**src/rtl/pad_ai_controller.sv**
```systemverilog
// Right-paddle AI controller.
// Samples the ball on every timing_tick and works out which way the ball is
// moving horizontally. Once the ball approaches in the right half of the
// screen, the controller waits a reaction delay, then chases the ball centre
// at a limited speed. When the ball moves away, the paddle returns to the
// centred home position.
module pad_ai_controller #(
    parameter int SCREEN_H    = 768,
    parameter int PAD_HEIGHT  = 145,
    parameter int BALL_SIZE   = 15,
    parameter int PAD_SPEED   = 3,
    parameter int REACT_TICKS = 8,
    parameter int DEAD_ZONE   = 4,
    parameter int X_TRACK_MIN = 512
) (
    input  logic        clk,
    input  logic        rst,
    input  logic        timing_tick,
    input  logic [10:0] x_ball,
    input  logic [10:0] y_ball,
    output logic [9:0]  y_pad,
    output logic [1:0]  ai_state
);

    localparam logic [1:0] ST_HOME  = 2'b00;
    localparam logic [1:0] ST_WAIT  = 2'b01;
    localparam logic [1:0] ST_TRACK = 2'b10;

    localparam int Y_MAX  = SCREEN_H - PAD_HEIGHT;
    localparam int HOME_Y = Y_MAX / 2;
    localparam int CW     = (REACT_TICKS > 1) ? $clog2(REACT_TICKS) : 1;

    localparam logic [9:0]         HOME_Y_U  = 10'(HOME_Y);
    localparam logic signed [11:0] HOME_Y_S  = 12'(HOME_Y);
    localparam logic signed [11:0] Y_MAX_S   = 12'(Y_MAX);
    localparam logic signed [11:0] SPEED_S   = 12'(PAD_SPEED);
    localparam logic signed [11:0] DZ_S      = 12'(DEAD_ZONE);
    localparam logic signed [11:0] TGT_OFS_S = 12'(BALL_SIZE / 2 - PAD_HEIGHT / 2);
    localparam logic [10:0]        X_MIN_U   = 11'(X_TRACK_MIN);
    localparam logic [CW-1:0]      CNT_LOAD  = CW'(REACT_TICKS - 1);
    localparam logic [CW-1:0]      CNT_ZERO  = CW'(0);
    localparam logic [CW-1:0]      CNT_ONE   = CW'(1);

    // Step a position toward a goal by at most PAD_SPEED, holding inside dz.
    function automatic logic [9:0] step_toward(
        input logic [9:0]         pos,
        input logic signed [11:0] goal,
        input logic signed [11:0] dz
    );
        logic signed [11:0] pos_s;
        logic signed [11:0] err;
        logic signed [11:0] mag;
        logic signed [11:0] stp;
        logic signed [11:0] res;
        pos_s = $signed({2'b00, pos});
        err   = goal - pos_s;
        mag   = (err < 12'sd0) ? -err : err;
        stp   = (mag < SPEED_S) ? mag : SPEED_S;
        if (mag <= dz) begin
            res = pos_s;
        end else if (err < 12'sd0) begin
            res = pos_s - stp;
        end else begin
            res = pos_s + stp;
        end
        return 10'(res);
    endfunction

    logic [1:0]         state_r;
    logic [1:0]         state_nx_s;
    logic [9:0]         y_pad_r;
    logic [9:0]         y_pad_nx_s;
    logic [CW-1:0]      cnt_r;
    logic [CW-1:0]      cnt_nx_s;
    logic [10:0]        x_prev_r;
    logic               prev_valid_r;
    logic               approaching_r;
    logic               approaching_s;
    logic               trk_s;
    logic signed [11:0] target_raw_s;
    logic signed [11:0] target_s;

    // Direction seen on this tick's sample; equal x keeps the old verdict.
    always_comb begin
        approaching_s = approaching_r;
        if (!prev_valid_r) begin
            approaching_s = approaching_r;
        end else if (x_ball > x_prev_r) begin
            approaching_s = 1'b1;
        end else if (x_ball < x_prev_r) begin
            approaching_s = 1'b0;
        end else begin
            approaching_s = approaching_r;
        end
        trk_s = approaching_s && (x_ball >= X_MIN_U);
    end

    // Paddle target centred on the ball, clamped to the legal paddle range.
    always_comb begin
        target_raw_s = $signed({1'b0, y_ball}) + TGT_OFS_S;
        if (target_raw_s < 12'sd0) begin
            target_s = 12'sd0;
        end else if (target_raw_s > Y_MAX_S) begin
            target_s = Y_MAX_S;
        end else begin
            target_s = target_raw_s;
        end
    end

    // State register, advanced only on tick edges.
    always_ff @(posedge clk or posedge rst) begin
        if (rst) begin
            state_r <= ST_HOME;
        end else if (timing_tick) begin
            state_r <= state_nx_s;
        end else begin
            state_r <= state_r;
        end
    end

    // Next-state decision for HOME/WAIT/TRACK.
    always_comb begin
        state_nx_s = state_r;
        case (state_r)
            ST_HOME: begin
                if (trk_s) begin
                    state_nx_s = ST_WAIT;
                end else begin
                    state_nx_s = ST_HOME;
                end
            end
            ST_WAIT: begin
                if (!trk_s) begin
                    state_nx_s = ST_HOME;
                end else if (cnt_r == CNT_ZERO) begin
                    state_nx_s = ST_TRACK;
                end else begin
                    state_nx_s = ST_WAIT;
                end
            end
            ST_TRACK: begin
                if (!trk_s) begin
                    state_nx_s = ST_HOME;
                end else begin
                    state_nx_s = ST_TRACK;
                end
            end
            default: state_nx_s = ST_HOME;
        endcase
    end

    // Paddle movement and reaction counter for the current state.
    always_comb begin
        y_pad_nx_s = y_pad_r;
        cnt_nx_s   = cnt_r;
        case (state_r)
            ST_HOME: begin
                y_pad_nx_s = step_toward(y_pad_r, HOME_Y_S, 12'sd0);
                if (trk_s) begin
                    cnt_nx_s = CNT_LOAD;
                end else begin
                    cnt_nx_s = cnt_r;
                end
            end
            ST_WAIT: begin
                y_pad_nx_s = y_pad_r;
                if (!trk_s) begin
                    cnt_nx_s = CNT_ZERO;
                end else if (cnt_r == CNT_ZERO) begin
                    cnt_nx_s = cnt_r;
                end else begin
                    cnt_nx_s = cnt_r - CNT_ONE;
                end
            end
            ST_TRACK: begin
                cnt_nx_s = cnt_r;
                if (!trk_s) begin
                    y_pad_nx_s = step_toward(y_pad_r, HOME_Y_S, 12'sd0);
                end else begin
                    y_pad_nx_s = step_toward(y_pad_r, target_s, DZ_S);
                end
            end
            default: begin
                y_pad_nx_s = y_pad_r;
                cnt_nx_s   = CNT_ZERO;
            end
        endcase
    end

    // Datapath registers: paddle, counter and direction history.
    always_ff @(posedge clk or posedge rst) begin
        if (rst) begin
            y_pad_r       <= HOME_Y_U;
            cnt_r         <= CNT_ZERO;
            x_prev_r      <= 11'd0;
            prev_valid_r  <= 1'b0;
            approaching_r <= 1'b0;
        end else if (timing_tick) begin
            y_pad_r       <= y_pad_nx_s;
            cnt_r         <= cnt_nx_s;
            x_prev_r      <= x_ball;
            prev_valid_r  <= 1'b1;
            approaching_r <= approaching_s;
        end else begin
            y_pad_r       <= y_pad_r;
            cnt_r         <= cnt_r;
            x_prev_r      <= x_prev_r;
            prev_valid_r  <= prev_valid_r;
            approaching_r <= approaching_r;
        end
    end

    assign y_pad    = y_pad_r;
    assign ai_state = state_r;

endmodule
```
**config.mk**
```make
export PLATFORM = sky130hd
export DESIGN_NAME = pad_ai_controller
export DESIGN_NICKNAME = d
export VERILOG_FILES = /design/src/rtl/pad_ai_controller.sv
export SDC_FILE = /design/constraint.sdc
export NUM_CORES = 1
export LEC_CHECK = 0
export ABC_AREA = 0
export CAP_MARGIN = 20
export CORE_ASPECT_RATIO = 1.25
export CORE_MARGIN = 5
export CORE_UTILIZATION = 50
export DETAILED_ROUTE_END_ITERATION = 12
export PLACE_DENSITY = 0.74
export SYNTH_ARGS = -nofsm -noshare
export SYNTH_HDL_FRONTEND = slang
export SYNTH_SLANG_ARGS = --single-unit
```
**constraint.sdc**
```tcl
create_clock -name clk -period 6.1 [get_ports clk]
set_input_delay 1.22 -clock clk [delete_from_list [all_inputs] [get_ports clk]]
set_output_delay 1.22 -clock clk [all_outputs]
set_load 0.005 [all_outputs]
```
**Word level (Yosys, flattened, before mapping)**

Index checks and enable logic that the tools add are counted.

- Register bits after elaboration: 28
- Output and inout bits: 12
- Logic and storage cells: 63

- Add/subtract/negate cells: 10
- $lt $le $gt $ge: 11
- Eq/ne operators: 5
- Muxes and demuxes: 24
- Bitwise operators: 1
- Reduce and logical (&&, ||, !) cells: 6

Operators with widths:

| operator | count |
|---|---|
| 10-bit 2-to-1 mux | 7 |
| 12-bit 2-to-1 mux | 4 |
| 12-bit by 1-bit less-than comparator with 1-bit output, second input constant | 2 |
| 12-bit by 3-bit less-than comparator with 1-bit output, second input constant | 2 |
| 10-bit adder | 2 |
| 10-bit case mux with 2 select lines | 1 |
| 10-bit subtractor | 2 |
| 12-bit by 8-bit adder with 12-bit output, second input constant | 1 |
| 12-bit by 11-bit > comparator with 1-bit output, second input constant | 1 |
| 12-bit by 1-bit less-or-equal comparator with 1-bit output, second input constant | 1 |
| 12-bit by 4-bit less-or-equal comparator with 1-bit output, second input constant | 1 |
| 11-bit negation with 12-bit output | 1 |
| 12-bit negation | 1 |
| 12-bit by 11-bit subtractor with 12-bit output | 1 |
| 11-bit by 10-bit greater-or-equal comparator with 1-bit output, second input constant | 1 |
| 11-bit > comparator | 1 |
| 11-bit by 1-bit less-than comparator with 1-bit output, second input constant | 1 |
| 11-bit less-than comparator | 1 |
| 9-bit by 10-bit subtractor with 11-bit output, first input constant | 1 |
| 3-bit 2-to-1 mux | 3 |
| 3-bit case mux with 3 select lines | 1 |
| 2-bit 2-to-1 mux | 3 |
| 3-bit inequality test, second input constant | 2 |
| 2-bit case mux with 3 select lines | 1 |
| 12 further kinds | 15 |

**Longest topological paths before layout**

- Depth after elaboration: 14
- Mapped depth: 37
- Mapped depth without buffers: 37

**Worst setup path after synthesis**

No wires, ideal clock.

- Path kind: input -> register
- Start: input y_ball[0]
- End: register y_pad_r[9] (netlist: y_pad[9])
- Library setup time: 137 ps
- Data arrival time: 8,002 ps
- Path slack: -2,039 ps
- Stages: 36
- Path through: inv_1 ha_1 nand2b_1 or3_1 o21ai_0 and2_1 nand2_1 o22ai_1 a21boi_1 a21o_1 ha_1 inv_1 fa_1 a21oi_1 o21bai_1 xnor2_1 nor3_1 a41oi_1 a311o_1 or3b_1 inv_1 and2_1 ha_1 nor2_1 a21o_1 ha_1 nor2b_1 o21ai_0 a21oi_1 o21ai_0 a21oi_1 a31oi_1 o21ai_0 a221o_1 a311oi_1 a22oi_1

- Cells in the longest elaborated chain, start to end: 14
- Elaborated cells between the ends (all ways): 20
- Classes of those cells: add/sub (5); order compare (5); eq/ne (1); mux (8); reduce/logical (1)

Ends and longest elaborated chain:

| element | line | RTL |
|---|---|---|
| from (decl) | 20 | `input logic [10:0] y_ball,` |
| 12-bit by 8-bit adder with 12-bit output * | 100 | `target_raw_s = $signed({1'b0, y_ball}) + TGT_OFS_S;` |
| 12-bit by 11-bit > comparator with 1-bit output | 103 | `end else if (target_raw_s > Y_MAX_S) begin` |
| 12-bit 2-to-1 mux | 103 |  |
| 12-bit 2-to-1 mux * | 101 | `if (target_raw_s < 12'sd0) begin` |
| 12-bit by 11-bit subtractor with 12-bit output * | 56 | `err = goal - pos_s;` |
| 12-bit negation / 12-bit by 1-bit less-than comparator with 1-bit output (equally long branches) | 57, 61 |  |
| 12-bit 2-to-1 mux | 57 | `mag = (err < 12'sd0) ? -err : err;` |
| 12-bit by 3-bit less-than comparator with 1-bit output | 58 | `stp = (mag < SPEED_S) ? mag : SPEED_S;` |
| 10-bit 2-to-1 mux | 58 |  |
| 10-bit adder / 10-bit subtractor (equally long branches) | 64, 62 |  |
| 10-bit 2-to-1 mux | 61 | `end else if (err < 12'sd0) begin` |
| 10-bit 2-to-1 mux | 59 | `if (mag <= dz) begin` |
| 10-bit 2-to-1 mux | 177 | `if (!trk_s) begin` |
| 10-bit case mux with 2 select lines | 156 | `case (state_r)` |
| to (signal assigned) | 199 | `y_pad_r <= y_pad_nx_s;` |
| to (signal assigned) | 205 | `y_pad_r <= y_pad_r;` |
| to (decl) | 71 | `logic [9:0] y_pad_r;` |

Mark *: on every way between the ends. The rest lies on a longest branch, timed or not. The select of a mux whose other input is x is not followed.
A chain may end at the register's enable or synchronous reset.

**Worst setup path after layout**

- Start: input y_ball[1]
- End: register y_pad_r[8] (netlist: y_pad[8])

Same word-level chain as after synthesis.

==> summary.md <==
| Metric | Value |
|---|---|
| Die width | 90.0 µm |
| Tot Pwr | 0.00375 W |
| EDFF count, synth | 0 |
| H-Tree Level Count | 1 |
| Tcrit/Tclk final | 124% |
| Clk_lat worst skew | 0.28 ns |
| DRC | 0 |
| Setup Viol. Count Final | 10 |
| CTS Buf Count | 3 |
| R2r setup slk | 0.38 ns |
| Critical path launch point type | primary input |
| Antenna viol nets, final | 0 |
| DP HPWL | 8.99 mm |
| CTS root buffer | clkbuf_8 |
| Max incr delay on CP | 0.42 ns |
| Power per cell area | 646 nW/µm² |
| GR Overflow Total | 0 |
| Ant diodes | 0 |
| Mapped Cells | 520 |
| Yosys reg bits | 28 |
| Vias in the first global route | 4538 |
| Initial DRT Pass Iterations | 5 |
| CP max stage cell | fa_2 |
| WL final | 12.7 mm |
| Post-layout util | 74.6% |
| Port Buffers | 36 |
| Layout cell share with drive strength beyond 1 | 32.8% |
| Via density | 6.10 |
| Worst Hold Path EP | cnt_r[1] |
| Aggregate global-route resource usage | 24.6% |
| Slew Limit Fails | 0 |
| Die area | 9900 µm² |
| I/O pins | 37 |
| Row cnt | 36 |
| RSZ-0062 raised after global routing | yes |
| Failing checks | setup timing |
| Max Fclk | 0.132 GHz |
| Final Hold Fails | 0 |
| P_leak | 2.58 nW |
| Nets | 732 |
| Sequential share of the synthesized area | 17.7% |
| Reg-to-Reg End | y_pad[8] |
| Die height | 110 µm |
| VDD IR max | 0.526 mV |
| Area Overhead vs Synth | 45.5% |
| Core area | 7790 µm² |
| Hold crit path type | flop to flop |
| Synth Warn # | 0 |
| Clock Path Buffers | 2 |
| Initial cell density of the core | 51.3% |
| Slew HR | 44.3% |
| Most common cell after layout, fill and taps aside | buf_4 |
| Wirelength per Cell | 16.9 µm |
| Hold Crit Start | cnt_r[1] |
| CP Class | primary input to flop |
| Post-layout min period | 7.56 ns |
| Distinct cells, synth | 77 |
| First-pass GRT wire length | 20.5 mm |
| Synth Cell Area | 4000 µm² |
| Max Cap Viol | 0 |
| Design area | 5820 µm² |
| Largest fanout on the critical path | 6 |
| Critical Path AT | 7.74 ns |
| Cts hold-fix bufs | 0 |
| Status | finished, violations left |
| Path depth of the worst reg2reg path | 29 |
| Initial antenna violation count | 0 |
| Iter 0 DRT Violations | 225 |
| Placed instance area | 5220 µm² |
| Most frequent cells in the layout | buf_4, ha_1, inv_1, nand2_1, o21ai_0 |
| CTS sink cnt | 28 |
| CTS tree | built |
| Mapped Nets | 596 |
| CP endpoint kind | flop |
| Worst-Margin Slew | 0.834 ns |
| Gp weighted congestion | 0.948 |
| Avg Inst Size Synth | 7.69 µm² |
| Top FF cell, synth | dfrtp_1 |
| Cell mode on critical path | buf_4 |
| CP required | 6.28 ns |
| Routed vias | 4574 |
| Final Worst Setup Slack | -1.46 ns |
| Skew final | 0.00162 ns |
| Worst-path clk slew | 0.10 ns |
| Post-synth ARST share | 100% |
| Reg2Reg Launch Point | y_pad[1] |
| Largest net degree at the start of global routing | 29 |
| Worst hold path depth | 2 |
==> sequential cells by signal, summed over array words and instances, names as in the netlist <==
| register | count |
|---|---|
| x_prev_r | 11 |
| prev_valid_r | 1 |
| ai_state | 2 |
| approaching_r | 1 |
| cnt_r | 3 |
| y_pad | 10 |
==> cell type report <==
cell class / instances / area, µm²
clock buffer: 3 / 41.3
clock inverter: 1 / 30.0
fill: 542 / 1980
inverter: 47 / 196
multi-input combinational: 429 / 3490
sequential: 28 / 708
tap: 95 / 119
timing repair buffer: 147 / 1230
==> worst max-delay path, delay by kind of cell <==
kind	cells	cell delay, ns
fa+ha+maj	5	1.26
buf+inv	10	0.91
simple gates	13	2.02
xor+xnor	2	0.33
compound gates	11	1.95
==> timing repair <==
action,CTS,global route
endpoints found under the setup margin,10,10
resized for setup,62,33
setup buffers,15,8
pin swaps,44,41
==> power by group <==
part / internal, W / leakage [nW] / switching, W
clock network: 0.0000880 / 0.0357 / 0.0000623
logic: 0.00159 / 2.22 / 0.00164
registers: 0.000258 / 0.323 / 0.000108
total: 0.00194 / 2.58 / 0.00181
==> through the flow <==
step	worst slack [ns]	hold slack [ns]	std cells	setup TNS [ns]
2_1_floorplan	-1.35	0.449	520	-7.13
3_3_place_gp	-2.03	0.463	724	-14.65
6_report	-1.46	0.487	750	-9.07
5_1_grt	-1.76	0.540	750	-11.65
3_5_place_dp	-2.29	0.474	724	-16.31
4_1_cts	-1.29	0.498	743	-7.01
==> per-layer routing <==
| layer | routed length [µm] | GRT usage, % | share of wire [%] |
|---|---|---|---|
| met1 | 4900 | 27.0 | 39 |
| met3 | 606 | 2.44 | 4.8 |
| met2 | 6840 | 49.4 | 54 |
| met5 | 0 | 0 | 0 |
| met4 | 364 | 7.55 | 2.9 |
==> worst max path at each step <==
stage	start	end	cells past startpoint
floorplan	y_ball[1]	y_pad[9]	37
global placement	y_ball[1]	y_pad[9]	38
detailed placement	y_ball[1]	y_pad[9]	38
CTS	y_ball[0]	y_pad[9]	39
global route	y_ball[0]	y_pad[9]	39
finish	y_ball[1]	y_pad[8]	41
==> Yosys cell counts, types with 5 or more instances <==
cell       n  area [µm²]
ha_1      48         601
inv_1     47         176
o21ai_0   46         230
nand2_1   42         158
a21oi_1   35         175
nor2_1    28         105
xnor2_1   23         201
dfrtp_1   22         551
nand2b_1  15        93.8
nor3_1    15        75.1
nand3_1   14        70.1
or3_1     11        68.8
clkbuf_1   9        33.8
o211ai_1   9        67.6
and2_1     8        50.1
a21o_1     7        52.6
a22oi_1    7        52.6
o22ai_1    7        43.8
dfstp_2    6         158
o31ai_1    6        45.0
or2_2      6        37.5
a31oi_1    5        31.3
nor2b_1    5        31.3
xor2_1     5        43.8
==> logic make-up after synthesis <==
group	after synthesis	synth area share, %
muxes	5	1.35
DFF	28	17.7
adders and majority gates	51	16.5
AOI/OAI and AO/OA	174	29.3
and+or+nand+nor	170	22.4
xor gates and xnor gates	29	6.54
buffers and inverters	63	6.26
No activity file was read; power rests on OpenSTA's default activity.
